File: src/rtl/main.sv
// Instruction-fetch stage: a 32-bit PC register feeding a combinational
// read-only instruction memory. The PC is loaded from PCin_top on every
// rising clock edge. All next-PC arithmetic is done outside this block.
//
// Optional build macro: MAIN_PC_ALIGN_EN
//   When defined, the PC register clears its two low bits on load.
//   When undefined, the PC register stores PCin_top exactly as given.
//   In both builds the two low bits never take part in memory indexing.
module main #(
  parameter int unsigned IMEM_DEPTH = 64,
  parameter logic [31:0] PC_RESET   = 32'h00000000
) (
  input  logic        clk,
  input  logic        reset,
  input  logic [31:0] PCin_top,
  output logic [31:0] instruction_top
);

  // Number of word-index bits: PC[ADDR_W+1:2] selects a memory word.
  localparam int unsigned ADDR_W = $clog2(IMEM_DEPTH);

  // Word returned for unused and out-of-range locations (addi x0,x0,0).
  localparam logic [31:0] NOP_WORD = 32'h00000013;

  logic [31:0]       pc_d;
  logic [31:0]       pc_q;
  logic [ADDR_W-1:0] word_idx_s;
  logic              out_of_range_s;
  logic [31:0]       rom_word_s;
  logic              unused_pc_low_bits_s;

  // Built-in program image. Any index not listed here reads as a NOP.
  function automatic logic [31:0] rom_lookup(input logic [ADDR_W-1:0] idx);
    logic [31:0] word;
    case (32'(idx))
      32'd0:   word = 32'h00500093;  // addi x1, x0, 5
      32'd1:   word = 32'h00A00113;  // addi x2, x0, 10
      32'd2:   word = 32'h002081B3;  // add  x3, x1, x2
      32'd3:   word = 32'h40208233;  // sub  x4, x1, x2
      32'd4:   word = 32'h0020F2B3;  // and  x5, x1, x2
      32'd5:   word = 32'h0020E333;  // or   x6, x1, x2
      default: word = NOP_WORD;
    endcase
    return word;
  endfunction

  // Next PC value. This is a straight copy of the input, optionally word-aligned.
  always_comb begin
    pc_d = PCin_top;
`ifdef MAIN_PC_ALIGN_EN
    pc_d = {PCin_top[31:2], 2'b00};
`else
    pc_d = PCin_top;
`endif
  end

  // PC register. It reloads every cycle, and reset forces PC_RESET at once.
  always_ff @(posedge clk or posedge reset) begin
    if (reset) begin
      pc_q <= PC_RESET;
    end else begin
      pc_q <= pc_d;
    end
  end

  // Split the PC into a word index and the out-of-range upper bits.
  always_comb begin
    word_idx_s     = pc_q[ADDR_W+1:2];
    out_of_range_s = (pc_q[31:ADDR_W+2] != '0);
  end

  // Combinational fetch. A non-zero upper field always yields a NOP.
  always_comb begin
    rom_word_s = rom_lookup(word_idx_s);
    if (out_of_range_s) begin
      instruction_top = NOP_WORD;
    end else begin
      instruction_top = rom_word_s;
    end
  end

  // The byte-offset bits are held in the PC but play no part in the fetch.
  always_comb begin
    unused_pc_low_bits_s = ^pc_q[1:0];
  end

endmodule

File: config.mk
export PLATFORM = sky130hd
export DESIGN_NAME = main
export DESIGN_NICKNAME = d
export VERILOG_FILES = /design/src/rtl/main.sv
export SDC_FILE = /design/constraint.sdc
export NUM_CORES = 1
export LEC_CHECK = 0
export ABC_AREA = 1
export CAP_MARGIN = 0
export CORE_MARGIN = 8
export CORE_UTILIZATION = 40
export CTS_BUF_LIST = sky130_fd_sc_hd__clkbuf_4
export CTS_CLUSTER_DIAMETER = 40
export DETAILED_ROUTE_END_ITERATION = 8
export GPL_ROUTABILITY_DRIVEN = 0
export PLACE_DENSITY_LB_ADDON = 0.25
export SYNTH_ARGS = -nofsm -noshare
export SYNTH_HDL_FRONTEND = slang
export SYNTH_SLANG_ARGS = --single-unit
export TNS_END_PERCENT = 100
File: constraint.sdc
create_clock -name clk -period 1.8 [get_ports clk]
set_input_delay 0.54 -clock clk [delete_from_list [all_inputs] [get_ports clk]]
set_output_delay 0.54 -clock clk [all_outputs]
set_load 0.05 [all_outputs]
---- After elaboration in Yosys (flattened, before gate mapping) ----
Cells that the tools add are included.
W data, S select, Z words.
storage, ports and cells
  bits in registers ....................... 32
  output and inout port bits .............. 32
operators by class
  equal/unequal tests ..................... 5
  muxes and demuxes ....................... 2
  reductions and logical operators ........ 2
operators by type and width
  cell                  count
  $pmux W31 S6          1
  $mux W32              1
  $reduce_bool A24 Y1   1
  $eq A6 B2 Y1 const B  2
  $eq A6 B3 Y1 const B  2
  $eq A6 B1 Y1 const B  1
  $logic_not A6 Y1      1

---- Longest topological paths before layout ----
Gate-level depths: netlist of the first run.
  depth after elaboration ................. 3
  depth in mapped cells ................... 7
  gate-level depth less buffers ........... 6

---- Worst setup path before layout of the first run ----
Ideal clock, no wire load.
  kind .................................... reg-to-output
  start ................................... register pc_q[15]
  end ..................................... output instruction_top[22]
  arrival ................................. 1.804 ns
  required time ........................... 1.260 ns
  path slack .............................. -0.544 ns
  cell stages (with the launch flop) ...... 7
  cells stage by stage .................... dfrtp_1 > nor2_2 > nand2_2 > nor2_8 > nand4_1 > nor2_1 > buf_4
on the way
  word-level cells in the longest chain between the ends .. 2
ends and longest elaborated chain
  what                      line  source
  start: declaration        26    logic [31:0] pc_q;
  start signal: assignment  62    pc_q <= pc_d;
  $reduce_bool A24 Y1       69    out_of_range_s = (pc_q[31:ADDR_W+2] != '0);
  $mux W32                  75    if (out_of_range_s) begin
  end: declaration          16    output logic [31:0] instruction_top
Every way passes these cells.

---- Final worst setup path of the first run ----
  start ................................... register pc_q[4]
  end ..................................... output instruction_top[9]
on the way
  word-level cells in the longest chain between the ends .. 3
  elaborated cells between the ends (all ways) .. 8
  those cells by class .................... eq/ne (5); mux (2); reduce/logical (1)
ends and longest elaborated chain
  what                                        line  source
  $eq A6 B3 Y1, or another cell as far along  35    case (32'(idx))
  $pmux W31 S6 (*)                            35
  $mux W32 (*)                                75
Mark *: on every way between the ends. The rest lies on a longest branch, timed or not.

==> flow_summary.ini, run 1 <==
[cts]
cts_root_buf = clkbuf_4
clk_pin_slew_ns = 0.09
htreeDepth = 2
cts_buffers = 5
ctsHoldBuffers = 0
numClockSinks = 30
cts_buffer_depth = 2
cts_tree = built

[final_layout]
post-route-util = 0.645
regArea_sq_um = 751
area.growth.synth_to_final_pct = 58.6
multi_input_area_sq_um = 430
largestRegisters = pc_q x30
final_common_cell = clkdlybuf4s50_1
layout-drive-gt1-share = 0.340
fin_nets = 195
largest_register_ffs = 30
final_cell_mix = clkdlybuf4s50_1, dfrtp_1, conb_1
antenna_cells = 0
regMostFlops = pc_q
fillers = 249

[yosys]
avgSynthCellArea_sq_um = 11.1
netlist.area_leader.share = 0.620
synth_cells = 109
syn_area_sq_mm = 0.00121
yosysTopAreaCell = dfrtp_1
synth.distinct_cells = 16
yosys-top-cells-area = dfrtp_1, buf_4, nor2_1
seq_area_frac_synth = 0.620
ys_warn_count = 0
synth-seq-cells = 30

[sta]
max_freq_mhz = 459
grt_setup_unrepaired = yes
hold_viol = 0
setup_viol = 13
fin_ws_ns = -0.380
fin_crit_sh = 1.21
final_max_slew_viol_count = 0
period_minus_slack_ns = 2.18

[floorplanning]
start_util = 0.407
die_area_sq_mm = 0.00504
core_sq_mm = 0.00298
die_y_um = 71.0
chipWidth_um = 71.0
rows = 20
pin_count = 66

[global_routing]
grt.overflow.total = 0
gr-usage-all-layers = 0.0964
grt_pass1_vias = 898
grt_pass1_wl_mm = 3.77
grt_max_degree = 31
antenna_found_initial = 0

[outcome]
status = complete, but fails checks
violations = negative setup slack

[worst_setup_path]
cp.required_ns = 1.26
crit_path_max_fanout = 2
cpPeakStageDelay_ns = 0.40
endpoint_kind = output pin
start_kind = flip-flop
critical_path_class = flip-flop to output pin
critPathBufInv = 2
crit_family = simple AND/OR/NAND/NOR gates
crit_start = pc_q[4]$_DFF_PP0_
critPathSlowestCell = dfrtp_1
arrival_ns = 1.64
path_cells = inv_1 > nor2_2 > nand3_4 > nand2_2 > nand4_1 > nor2_4 > buf_12

[route]
drc = 0
first_pass_iters = 4
drtIter0Drc = 5
routedWlPerCell_um = 11.6
dr_total_vias = 825
drtAntennaViolNets = 0
viasPerCell = 4.23
wl_mm = 2.26

[pwr]
leakage_nw = 0.831
powerDensity_mw_per_mm2 = 671
peakVddDrop_v = 0.000421
p_total_w = 0.00129

[run]
maxCapViolCount = 0

[place]
dp_slack_ns = -0.0326
io_buffers = 44
dpl.hpwl_mm = 1.87

[worst_hold_path]
hold_path.class = primary input to async pin
==> through the flow <==
| stage | cell area [sq um] | std cells | hold slack (ns) | setup TNS, ns |
|---|---|---|---|---|
| finish | 1920 | 195 | 0.587 | -4.17 |
| detailed placement | 1790 | 184 | 0.942 | -0.0583 |
| floorplan | 1330 | 126 | 0.571 | -0.893 |
| CTS | 1900 | 195 | 0.582 | -4.37 |
| global route | 1920 | 195 | 0.609 | -5.55 |
| global placement | 1790 | 184 | 0.919 | -0.00653 |
==> cells in the mapped netlist <==
library cell,count
dfrtp_1,30
buf_4,22
nor2_1,22
nand2_1,11
inv_1,7
nand4_1,3
nor2_4,3
conb_1,2
nor2_2,2
a21oi_2,1
nand2_2,1
nand3_1,1
nand3_2,1
nand3_4,1
nor2_8,1
o21ai_0,1
==> what timing repair did <==
action / in CTS / in global routing
setup buffers: 3 / 0
pin swaps: 13 / 13
setup endpoints to repair: 13 / 13
cloned: 0 / 0
resized for setup: 13 / 5
==> cells by family (layout without fill, tap and decap cells) <==
| logic type | after synthesis | count (layout) | synth area share |
|---|---|---|---|
| buf+inv | 29 | 65 | 0.158 |
| other cells | 2 | 19 | 0.00620 |
| flops | 30 | 30 | 0.620 |
| simple gates | 46 | 46 | 0.205 |
| compound gates | 2 | 2 | 0.0114 |
==> report_power, final <==
group / leakage, nW / internal (W) / total (W) / switching (W)
registers: 0.350 / 0.000707 / 0.000722 / 0.0000145
logic: 0.449 / 0.0000748 / 0.000207 / 0.000132
clock network: 0.0331 / 0.000161 / 0.000361 / 0.000200
==> worst paths after layout <==
kind	endpoint	slack [ns]	cells past startpoint
max	instruction_top[9]	-0.38	7
min	pc_q[25]$_DFF_PP0_	0.59	3
max in group asynchronous	pc_q[24]$_DFF_PP0_	0.95	3
min in group clk	pc_q[9]$_DFF_PP0_	0.65	1
==> per-layer routing <==
metal | GRT usage | vias to the layer above | wire (um)
li1 | - | 392 | -
met1 | 0.0900 | 373 | 745
met2 | 0.154 | 55 | 1180
met3 | 0.0607 | 5 | 285
met4 | 0.0624 | 0 | 47
met5 | 0 | - | 0
==> cell type report <==
type                       instances  share of cell area
inverter                           7              0.0150
clock inverter                     2             0.00456
timing repair buffer              50               0.321
multi-input combinational         67               0.224
tap                               33              0.0215
clock buffer                       6              0.0235
sequential                        30               0.391
==> worst min-delay path, stage by stage <==
cell	delay, ns
clkdlybuf4s50_1	0.39
inv_1	0.06
buf_4	0.32
No activity file was read; power rests on OpenSTA's default activity.
==> inputs of run 2 (changes only) <==
--- a/config.mk
+++ b/config.mk
@@ -13,6 +13,7 @@
 export CTS_CLUSTER_DIAMETER = 40
 export DETAILED_ROUTE_END_ITERATION = 8
 export GPL_ROUTABILITY_DRIVEN = 0
+export MAX_ROUTING_LAYER = met4
 export PLACE_DENSITY_LB_ADDON = 0.25
 export SYNTH_ARGS = -nofsm -noshare
 export SYNTH_HDL_FRONTEND = slang
==> flow_summary.ini, run 2 (synthesis gave the netlist of run 1 again) <==
[worst_setup_path]
cp.required_ns = 1.26
critical_path_class = flip-flop to output pin
endpoint_kind = output pin
arrival_ns = 1.64
start_kind = flip-flop
crit_path_max_fanout = 2

[cts]
cts_buffer_depth = 2
htreeDepth = 2
cts_buffers = 5
clk_pin_slew_ns = 0.09
numClockSinks = 30
cts_root_buf = clkbuf_4
ctsHoldBuffers = 0
cts_tree = built

[final_layout]
stdcell_count = 195
final_cell_mix = clkdlybuf4s50_1, dfrtp_1, conb_1
fin_nets = 195
layout-drive-gt1-share = 0.340
area.growth.synth_to_final_pct = 58.6
post-route-util = 0.645
largestRegisters = pc_q x30
antenna_cells = 0
final_common_cell = clkdlybuf4s50_1
regMostFlops = pc_q
largest_register_ffs = 30

[floorplanning]
start_util = 0.407
die_area_sq_mm = 0.00504
core_sq_mm = 0.00298
pin_count = 66
chipWidth_um = 71.0
rows = 20
die_y_um = 71.0

[route]
first_pass_iters = 4
routedWlPerCell_um = 11.5
dr_total_vias = 821
drtAntennaViolNets = 0
drtIter0Drc = 5
wl_mm = 2.25
viasPerCell = 4.21
drc = 0

[global_routing]
grt_pass1_wl_mm = 3.77
grt_max_degree = 31
grt_pass1_vias = 898
met2_usage = 0.154
antenna_found_initial = 0
grt.overflow.total = 0
grt_util_met1 = 0.0951
busiest_layer = met2
gr-usage-all-layers = 0.0991
gr-usage-met3 = 0.0523

[outcome]
violations = negative setup slack
status = complete, but fails checks

[sta]
hold_viol = 0
grt_setup_unrepaired = yes
whs_ns = 0.584
period_minus_slack_ns = 2.18
fin_ws_ns = -0.380
final_max_slew_viol_count = 0
setup_viol = 13
fin_crit_sh = 1.21
max_freq_mhz = 459
setup-tns-final_ns = -4.17

[pwr]
leakage_nw = 0.831
powerDensity_mw_per_mm2 = 671
peakVddDrop_v = 0.000421
p_total_w = 0.00129

[run]
maxCapViolCount = 0

[place]
io_buffers = 44
placedCellCount = 184
dpl.hpwl_mm = 1.87

[worst_hold_path]
hold_path.class = primary input to async pin
run 2: cell counts in the layout (fill, tap and decap cells not counted):
No cell type changed its count.
run 2: through the flow:
step	worst slack [ns]	cell area [sq um]
finish	-0.380	1920
global route	-0.495	1920
CTS	-0.401	1900
detailed placement	-0.0326	1790
global placement	-0.00653	1790
floorplan	-0.195	1330
run 2: timing repair:
action,4_1_cts,5_1_grt
buffers inserted,3,0
setup endpoints to repair,13,13
resized for setup,13,5
endpoints found under the hold margin,0,0
pin swaps,13,13
run 2: power breakdown:
group	switching (W)	internal [W]	leakage (nW)
Sequential	0.0000145	0.000707	0.350
Clock	0.000200	0.000161	0.0331
Combinational	0.000132	0.0000748	0.449
run 2: worst max-delay path: stages, from the launching register on:
cell and delay, ns:
dfrtp_1 0.40, inv_1 0.07, nor2_2 0.12, nand3_4 0.08, nand2_2 0.10, nand4_1 0.23, nor2_4 0.18, buf_12 0.15
run 2: metal layers:
layer | wire, um | part of all wire | vias to the layer above
met4 | 47 | 0.021 | 0
met3 | 234 | 0.10 | 5
met5 | 0 | 0 | -
met1 | 792 | 0.35 | 371
met2 | 1180 | 0.52 | 53
li1 | - | - | 392
run 2: worst paths after layout:
kind | start | endpoint | cells after the start
max | pc_q[4]$_DFF_PP0_ | instruction_top[9] | 7
min | reset | pc_q[25]$_DFF_PP0_ | 3
max in group asynchronous | reset | pc_q[24]$_DFF_PP0_ | 3
min in group clk | PCin_top[9] | pc_q[9]$_DFF_PP0_ | 1
run 2: cell type report:
cell class,instances,area [sq um]
fillers,249,1060
flip-flops and latches,30,751
repair buffers,50,616
multi-input cells,67,430
clock buffers,6,45.0
well taps,33,41.3
inverters,7,28.8
clock inverters,2,8.76
==> inputs of run 3 (changes only) <==
--- a/config.mk
+++ b/config.mk
@@ -6,10 +6,9 @@
 export NUM_CORES = 1
 export LEC_CHECK = 0
 export ABC_AREA = 1
-export CAP_MARGIN = 0
+export CAP_MARGIN = 20
 export CORE_MARGIN = 8
-export CORE_UTILIZATION = 40
-export CTS_BUF_LIST = sky130_fd_sc_hd__clkbuf_4
+export CORE_UTILIZATION = 38
 export CTS_CLUSTER_DIAMETER = 40
 export DETAILED_ROUTE_END_ITERATION = 8
 export GPL_ROUTABILITY_DRIVEN = 0
==> flow_summary.ini, run 3 (synthesis gave the netlist of run 1 again) <==
[final_layout]
area.growth.synth_to_final_pct = 58.6
final_area_sq_mm = 0.00192
antenna_cells = 0
fillers = 252
largestRegisters = pc_q x30
regArea_sq_um = 751
stdcell_count = 202
layout-drive-gt1-share = 0.316
fin_nets = 193
largest_register_ffs = 30
final_cell_mix = clkdlybuf4s50_1, dfrtp_1, conb_1
final_common_cell = clkdlybuf4s50_1
regMostFlops = pc_q
multi_input_area_sq_um = 430

[run]
maxCapViolCount = 0

[global_routing]
gr-usage-met3 = 0.0579
antenna_found_initial = 0
grt_pass1_wl_mm = 3.88
busiest_layer = met2
grt_max_degree = 31
grt_util_met1 = 0.0861
grt_pass1_vias = 911
met2_usage = 0.165
grt.overflow.total = 0
gr-usage-all-layers = 0.0991

[worst_setup_path]
arrival_ns = 1.62
cp.required_ns = 1.26
start_kind = flip-flop
critical_path_class = flip-flop to output pin
endpoint_kind = output pin
crit_path_max_fanout = 6

[floorplanning]
pin_count = 66
start_util = 0.397
rows = 20
core_sq_mm = 0.00305
die_y_um = 72.5
die_area_sq_mm = 0.00525
chipWidth_um = 72.5

[route]
drtIter0Drc = 23
viasPerCell = 4.09
dr_total_vias = 827
wl_mm = 2.35
drtAntennaViolNets = 0
drc = 0
routedWlPerCell_um = 11.6
first_pass_iters = 4

[pwr]
internal_power_w = 0.000955
leakage_nw = 0.823
p_sw_w = 0.000328
powerDensity_mw_per_mm2 = 668
p_seq_frac = 0.563
peakVddDrop_v = 0.000420
pwr-share-clk = 0.279
pwr-share-comb = 0.157
switching_share = 0.256

[sta]
setup-tns-final_ns = -4.24
whs_ns = 0.591
setup_viol = 13
max_freq_mhz = 463
grt_setup_unrepaired = yes
hold_viol = 0
fin_ws_ns = -0.361
final_max_slew_viol_count = 0
fin_crit_sh = 1.20
period_minus_slack_ns = 2.16

[cts]
numClockSinks = 30
cts_buffer_depth = 2
cts_buffers = 5
cts_tree = built
cts_root_buf = clkbuf_4
htreeDepth = 2
clk_pin_slew_ns = 0.07

[place]
dp_slack_ns = -0.0374
dpl.hpwl_mm = 2.00
io_buffers = 44
placedCellCount = 195
detailed_place.area_sq_mm = 0.00180

[outcome]
status = complete, but fails checks
violations = negative setup slack

[worst_hold_path]
hold_path.class = primary input to async pin
[run 3: metal layers]
layer / up-vias / wire length, um
met5: - / 0
met3: 2 / 352
met2: 53 / 1210
met1: 383 / 779
met4: 0 / 10
li1: 389 / -
[run 3: final cells by class]
class,instances,share of cell area
multi-input cells,67,0.224
flip-flops and latches,30,0.391
inverters,7,0.0150
clock buffers,6,0.0267
repair buffers,48,0.315
well taps,44,0.0287
[run 3: worst paths after layout]
path,start,end,slack (ns),cells past startpoint
min in group clk,PCin_top[14],pc_q[14]$_DFF_PP0_,0.66,1
worst max-delay path,pc_q[19]$_DFF_PP0_,instruction_top[14],-0.36,7
max in group asynchronous,reset,pc_q[27]$_DFF_PP0_,0.95,3
worst min-delay path,reset,pc_q[4]$_DFF_PP0_,0.59,3
[run 3: repair_timing]
item,4_1_cts,5_1_grt
pin swaps,7,4
setup buffers,0,1
gates resized for setup,12,5
endpoints found under the hold margin,0,0
hold buffers,0,0
endpoints found under the setup margin,13,13
[run 3: critical path, stage by stage (launching register included)]
cell	delay [ns]
dfrtp_1	0.37
nor2_1	0.10
nand2_1	0.09
nor2_4	0.13
buf_6	0.11
nand3_4	0.16
nor2_4	0.20
buf_12	0.16
[run 3: power by group through the flow]
| stage | combinational, W | clock [W] | sequential (W) |
|---|---|---|---|
| after floorplan | 0.000153 | 0 | 0.000731 |
| after global placement | 0.000194 | 0 | 0.000732 |
| after detailed placement | 0.000198 | 0 | 0.000734 |
| after CTS | 0.000200 | 0.000381 | 0.000721 |
| after global routing | 0.000217 | 0.000415 | 0.000726 |
| final | 0.000202 | 0.000358 | 0.000723 |
[run 3: through the flow]
step	util	power, W
after floorplan	-	0.000885
after global placement	0.590	0.000927
after detailed placement	0.590	0.000932
after CTS	0.620	0.00130
after global routing	0.629	0.00136
final	0.629	0.00128
